$ cat config.mk
export PLATFORM = sky130hd
export DESIGN_NAME = mmind_datapath_flat
export DESIGN_NICKNAME = d
export VERILOG_FILES = /design/src/rtl/mmind_pkg.sv /design/src/rtl/mmind_if.sv /design/src/rtl/mmind_counter.sv /design/src/rtl/mmind_datapath.sv /design/src/flat_wrapper.sv
export SDC_FILE = /design/constraint.sdc
export NUM_CORES = 1
export LEC_CHECK = 0
export CAP_MARGIN = 20
export CORE_UTILIZATION = 49
export CTS_CLUSTER_SIZE = 40
export DETAILED_ROUTE_END_ITERATION = 8
export PLACE_DENSITY = 0.78
export SLEW_MARGIN = 5
export SYNTH_ARGS = -nofsm -noshare
export SYNTH_HDL_FRONTEND = slang
export SYNTH_SLANG_ARGS = --single-unit
$ cat constraint.sdc
create_clock -name clk -period 2.2 [get_ports clk]
set_clock_uncertainty 0.1 [all_clocks]
set_input_delay 0.33 -clock clk [delete_from_list [all_inputs] [get_ports clk]]
set_output_delay 0.33 -clock clk [all_outputs]
set_load 0.005 [all_outputs]
$ cat src/rtl/mmind_pkg.sv
// Mastermind shared definitions: code geometry, guess limit, FSM state encodings.
package mmind_pkg;

    localparam int WIDTH       = 8;
    localparam int CW          = $clog2(WIDTH);
    localparam int MAX_GUESSES = 10;
    localparam int GUESS_W     = 4;

    // Control FSM encodings; the FSM and benches share these.
    typedef enum logic [1:0] {
        INIT    = 2'b00,
        CAPTURE = 2'b01,
        WAIT    = 2'b11,
        COMPARE = 2'b10
    } mmind_state_e;

endpackage

$ cat src/rtl/mmind_if.sv
// FSM <-> datapath bundle: switch bank, control strobes, and datapath status.
interface mmind_if;
    import mmind_pkg::*;

    logic [WIDTH-1:0]   sw;
    logic               ans_en;
    logic               swcnt_clr;
    logic               swcnt_en;
    logic               corr_clr;
    logic               corr_en;
    logic [CW-1:0]      swcnt;
    logic [CW:0]        corr;
    logic [CW:0]        result;
    logic               result_vld;
    logic               win;
    logic [GUESS_W-1:0] guesses;
    logic               game_over;

    // FSM side drives controls and reads status.
    modport master (
        output sw, ans_en, swcnt_clr, swcnt_en, corr_clr, corr_en,
        input  swcnt, corr, result, result_vld, win, guesses, game_over
    );

    // Datapath side.
    modport slave (
        input  sw, ans_en, swcnt_clr, swcnt_en, corr_clr, corr_en,
        output swcnt, corr, result, result_vld, win, guesses, game_over
    );

endinterface

$ cat src/rtl/mmind_counter.sv
// Sync up-counter, clear beats enable; at MAX it either wraps to 0 or holds.
module mmind_counter #(
    parameter int W   = 3,
    parameter int MAX = 7,
    parameter bit SAT = 1'b0
) (
    input  logic         clk,
    input  logic         reset,
    input  logic         clr,
    input  logic         en,
    output logic [W-1:0] q
);

    localparam logic [W-1:0] MAXV = W'(MAX);

    // Count with clear priority; terminal value wraps or saturates.
    always_ff @(posedge clk) begin
        if (reset || clr)
            q <= '0;
        else if (en) begin
            if (q == MAXV)
                q <= SAT ? MAXV : '0;
            else
                q <= q + 1'b1;
        end
    end

endmodule

$ cat src/rtl/mmind_datapath.sv
// Mastermind datapath: answer/guess registers, bit index, match counter,
// per-guess result and guess count. Optional guess limit: MMIND_GUESS_LIMIT_EN.
module mmind_datapath
    import mmind_pkg::*;
(
    input  logic   clk,
    input  logic   reset,
    mmind_if.slave bus
);

    logic [WIDTH-1:0]   ans;
    logic [WIDTH-1:0]   guess_q;
    logic [CW-1:0]      swcnt_q;
    logic [CW:0]        corr_q;
    logic [GUESS_W-1:0] guesses_q;
    logic [CW:0]        result_q;
    logic               result_vld_q;
    logic               win_q;
    logic               game_over_q;
    logic               corr_en_q;
    logic               corr_en_eff;
    logic               match;
    logic               done;

`ifdef MMIND_GUESS_LIMIT_EN
    assign corr_en_eff = bus.corr_en & ~game_over_q;
`else
    assign corr_en_eff = bus.corr_en;
`endif

    assign match = (guess_q[swcnt_q] == ans[swcnt_q]);
    // Falling edge of the compare strobe closes a pass; an answer load wins.
    assign done  = corr_en_q & ~corr_en_eff & ~bus.ans_en;

    mmind_counter #(.W(CW), .MAX(WIDTH-1), .SAT(1'b0)) u_swcnt (
        .clk(clk), .reset(reset), .clr(bus.swcnt_clr), .en(bus.swcnt_en), .q(swcnt_q)
    );

    mmind_counter #(.W(CW+1), .MAX(WIDTH), .SAT(1'b1)) u_corr (
        .clk(clk), .reset(reset), .clr(bus.corr_clr), .en(corr_en_eff & match), .q(corr_q)
    );

    mmind_counter #(.W(GUESS_W), .MAX(15), .SAT(1'b1)) u_guesses (
        .clk(clk), .reset(reset), .clr(bus.ans_en), .en(done), .q(guesses_q)
    );

    // Answer load and guess snapshot; the snapshot isolates the compare from switch motion.
    always_ff @(posedge clk) begin
        if (reset) begin
            ans     <= '0;
            guess_q <= '0;
        end else begin
            if (bus.ans_en)   ans     <= bus.sw;
            if (bus.corr_clr) guess_q <= bus.sw;
        end
    end

    // Compare strobe delay for completion edge detection.
    always_ff @(posedge clk) begin
        if (reset) corr_en_q <= 1'b0;
        else       corr_en_q <= corr_en_eff;
    end

    // Publish the result of a finished pass; answer load clears it.
    always_ff @(posedge clk) begin
        if (reset) begin
            result_q     <= '0;
            result_vld_q <= 1'b0;
            win_q        <= 1'b0;
        end else begin
            result_vld_q <= 1'b0;
            if (bus.ans_en) begin
                result_q <= '0;
                win_q    <= 1'b0;
            end else if (done) begin
                result_q     <= corr_q;
                result_vld_q <= 1'b1;
                win_q        <= (corr_q == (CW+1)'(WIDTH));
            end
        end
    end

`ifdef MMIND_GUESS_LIMIT_EN
    // Sticky: the losing pass that reaches the limit ends the game.
    always_ff @(posedge clk) begin
        if (reset || bus.ans_en)
            game_over_q <= 1'b0;
        else if (done && guesses_q == GUESS_W'(MAX_GUESSES-1) && corr_q != (CW+1)'(WIDTH))
            game_over_q <= 1'b1;
    end
`else
    assign game_over_q = 1'b0;
`endif

    assign bus.swcnt      = swcnt_q;
    assign bus.corr       = corr_q;
    assign bus.result     = result_q;
    assign bus.result_vld = result_vld_q;
    assign bus.win        = win_q;
    assign bus.guesses    = guesses_q;
    assign bus.game_over  = game_over_q;

endmodule

$ cat src/flat_wrapper.sv
// flat-port wrapper written by rule: the top's interface ports become plain ports
module mmind_datapath_flat import mmind_pkg::*;
  (clk, reset, bus_sw, bus_ans_en, bus_swcnt_clr, bus_swcnt_en, bus_corr_clr, bus_corr_en, bus_swcnt, bus_corr, bus_result, bus_result_vld, bus_win, bus_guesses, bus_game_over);
  mmind_if bus_i ();
  input  logic clk;
  input  logic reset;
  input wire logic [$bits(bus_i.sw)-1:0] bus_sw;
  input wire logic [$bits(bus_i.ans_en)-1:0] bus_ans_en;
  input wire logic [$bits(bus_i.swcnt_clr)-1:0] bus_swcnt_clr;
  input wire logic [$bits(bus_i.swcnt_en)-1:0] bus_swcnt_en;
  input wire logic [$bits(bus_i.corr_clr)-1:0] bus_corr_clr;
  input wire logic [$bits(bus_i.corr_en)-1:0] bus_corr_en;
  output wire logic [$bits(bus_i.swcnt)-1:0] bus_swcnt;
  output wire logic [$bits(bus_i.corr)-1:0] bus_corr;
  output wire logic [$bits(bus_i.result)-1:0] bus_result;
  output wire logic [$bits(bus_i.result_vld)-1:0] bus_result_vld;
  output wire logic [$bits(bus_i.win)-1:0] bus_win;
  output wire logic [$bits(bus_i.guesses)-1:0] bus_guesses;
  output wire logic [$bits(bus_i.game_over)-1:0] bus_game_over;
  assign bus_i.sw = bus_sw;
  assign bus_i.ans_en = bus_ans_en;
  assign bus_i.swcnt_clr = bus_swcnt_clr;
  assign bus_i.swcnt_en = bus_swcnt_en;
  assign bus_i.corr_clr = bus_corr_clr;
  assign bus_i.corr_en = bus_corr_en;
  assign bus_swcnt = bus_i.swcnt;
  assign bus_corr = bus_i.corr;
  assign bus_result = bus_i.result;
  assign bus_result_vld = bus_i.result_vld;
  assign bus_win = bus_i.win;
  assign bus_guesses = bus_i.guesses;
  assign bus_game_over = bus_i.game_over;
  mmind_datapath u_core (.clk(clk), .reset(reset), .bus(bus_i));
endmodule
==> out/metrics.yaml <==
clock_network:
  h-tree-depth: 2
  ctsHoldBuffers: 0
  cts_made_buffers: 5
  cts.sinks: 34
  cts_root_buf: "clkbuf_4"
  cts_setup_buffers: 0
  clk_latency_ps: 330
  cts_tree: "yes"
  cts_buffer_depth: 2
  clk_pin_slew_ps: 110
  cts_resized: 0
placement:
  hpwl_mm: 2.277
  gp_congestion: 0.7893
  port_buffers: 31
  pre_cts_ws_ps: 140.4
yosys:
  ys_types: 29
  yosysSeqAreaShare: 0.4575
  synth_top_area_share: 0.4575
  synth.largest_area_cell: "dfxtp_1"
  syn_area_per_cell_um2: 9.918
  yosysWarningCount: 0
  synthesis.area_um2: 1488
  synth-main-ff-cell: "dfxtp_1"
  synth_nets: 170
  syn_inst: 150
  yosys-top-cells-area: "dfxtp_1 46%, mux2i_1 16%, mux4_1 7.1%"
  synth-seq-cells: 34
  synthArstFlopShare: 0
  synth_edf_count: 0
power_and_ir_drop:
  p_leak_uw: 0.0007923
  fin_total_pwr_uw: 1201
  powerDensity_nw_per_um2: 629.4
  vdd_drop_max_mv: 0.4302
critical_path:
  cp_max_fo: 8
  path_class: "reg2reg"
  cp.arrival_ps: 2180
  reg2regPathDepth: 5
  start_kind: "flip-flop"
  regToRegSetupSlack_ps: 150
  worstReg2RegStart: "u_core.u_swcnt.q[0]$_SDFFE_PP0P_"
  reg2reg_to: "u_core.u_corr.q[3]$_SDFFE_PP0P_"
  worstPathRequired_ps: 2330
  end_kind: "flip-flop"
cells_and_area:
  filler_cell_count: 229
  synthToLayoutAreaGrowth_pct: 28.26
  final_net_count: 204
  drive_above_1_share: 0.08649
  antennaDiodeCount: 0
  final_util: 0.6802
detailed_routing:
  drcViolationCount: 4
  firstDrtPassIters: 6
  num_vias: 1194
  drt_iter0_markers: 55
  drt-total-wl_mm: 2.995
  wl_per_cell_um: 13.87
  vias_per_cell: 5.528
  ant_nets: 0
grt:
  grt_pass1_vias: 1132
  antenna_found_initial: 0
  grt_max_degree: 13
  track_usage: 0.2047
  gr-total-overflow: 0
  grt_pass1_wl_mm: 5.009
timing:
  tns_ps: 0
  setup_ws_ps: 148.8
  fin_crit_sh: 0.9323
  period_needed_ps: 2051
  drv_slew: 0
  finalHoldViolations: 0
  clock.fmax_mhz: 487.5
  rsz0062_at_grt: "false"
  setup_viol: 0
  worst_hold_slack_ps: 358.3
min_path:
  min_to: "u_core.bus.result[1]$_SDFFE_PP0P_"
  hp-start: "u_core.bus.result[1]$_SDFFE_PP0P_"
  hold_path_class: "reg2reg"
  min_path_cells: 2
floorplanning:
  num_rows: 19
  start_util: 0.5303
  die_h_um: 57.10
  ios: 33
  die_w_um: 57.10
  core_um2: 2805
  dieArea_um2: 3260
outcome:
  violations: "DRC"
  status: "finished, violations left"
job:
  drv_cap: 0
-- state kept, by name (all words and copies together) (netlist names) --
| register | count |
|---|---|
| u_core.bus.win | 1 |
| u_core.bus.result_vld | 1 |
| u_core.corr_en_q | 1 |
| u_core.u_guesses.q | 4 |
| u_core.u_swcnt.q | 3 |
| u_core.bus.result | 4 |
| u_core.u_corr.q | 4 |
| u_core.ans | 8 |
| u_core.guess_q | 8 |
-- cell families (layout without fill, tap and decap cells) --
kind of cell | after synthesis | in the layout | synth area share
mux | 28 | 28 | 0.2321
flops | 34 | 34 | 0.4575
xor+xnor | 1 | 1 | 0.005888
other cells | 1 | 1 | 0.002521
fa+ha+maj | 5 | 5 | 0.04205
buf+inv | 11 | 46 | 0.03533
simple gates | 56 | 56 | 0.1665
compound gates | 14 | 14 | 0.05804
-- cell usage after synthesis (2+ instances only) --
| master | count |
|---|---|
| nor2_1 | 22 |
| mux4_1 | 4 |
| inv_1 | 2 |
| nor2b_1 | 2 |
| dfxtp_1 | 34 |
| clkbuf_1 | 5 |
| ha_1 | 5 |
| nand2_1 | 17 |
| mux2i_1 | 24 |
| a211oi_1 | 2 |
| buf_1 | 2 |
| a21oi_1 | 8 |
| nor3_1 | 7 |
-- layout by cell type, fill, tap and decap left out, drive strengths merged, types with 4 or more instances in the layout --
master         Yosys  final
ha                 5      5
dfxtp             34     34
mux2i             24     24
clkdlybuf4s50      0     31
a21oi              8      8
nor3               7      7
buf                4      5
clkbuf             5      8
nand2             18     18
mux4               4      4
nor2              22     22
-- how the worst max path moves through the flow --
stage,start,to,slack [ps],cells after the start
final,u_core.u_swcnt.q[0]$_SDFFE_PP0P_,u_core.u_corr.q[3]$_SDFFE_PP0P_,150,5
after CTS,u_core.u_swcnt.q[0]$_SDFFE_PP0P_,u_core.u_corr.q[3]$_SDFFE_PP0P_,120,5
after detailed placement,u_core.u_swcnt.q[0]$_SDFFE_PP0P_,u_core.u_corr.q[3]$_SDFFE_PP0P_,140,5
after global placement,u_core.u_swcnt.q[0]$_SDFFE_PP0P_,u_core.u_corr.q[3]$_SDFFE_PP0P_,220,5
after global routing,u_core.u_swcnt.q[0]$_SDFFE_PP0P_,u_core.u_corr.q[3]$_SDFFE_PP0P_,30,5
after floorplan,u_core.u_swcnt.q[0]$_SDFFE_PP0P_,u_core.u_corr.q[3]$_SDFFE_PP0P_,290,6
-- power breakdown --
part | total [µW] | internal [µW] | switching [µW] | leakage (µW)
Clock | 417 | 218 | 199 | 0.0000446
Sequential | 654 | 638 | 16.4 | 0.000278
Combinational | 130 | 72.8 | 56.8 | 0.000470
-- layer usage --
metal  vias to the layer above  part of all wire  GRT usage  wire length (µm)
li1                        589                 -          -                 -
met1                       565              0.44     0.2319              1317
met2                        31              0.49     0.3462              1482
met3                         9             0.038    0.05215               114
met4                         0             0.027     0.1254                80
met5                         -                 0          0                 0
-- critical path: stages, from the launching register on --
cell	delay (ps)
dfxtp_1	530
mux4_1	610
mux2i_1	180
xnor2_1	220
a21oi_1	110
a31o_2	220
-- per-stage QoR --
stage / cell area [µm²] / std cells
after floorplan: 1488 / 150
after global placement: 1829 / 208
after detailed placement: 1829 / 208
after CTS: 1908 / 216
after global routing: 1908 / 216
final: 1908 / 216
-- area by class of cell --
class                      instances  area [µm²]  share of cell area
multi-input combinational        105       754.5              0.3954
sequential                        34       680.7              0.3567
timing repair buffer              36       347.8              0.1823
clock buffer                       8       78.83             0.04131
tap                               31       38.79             0.02033
inverter                           2       7.507            0.003934
No activity file was read; power rests on OpenSTA's default activity.
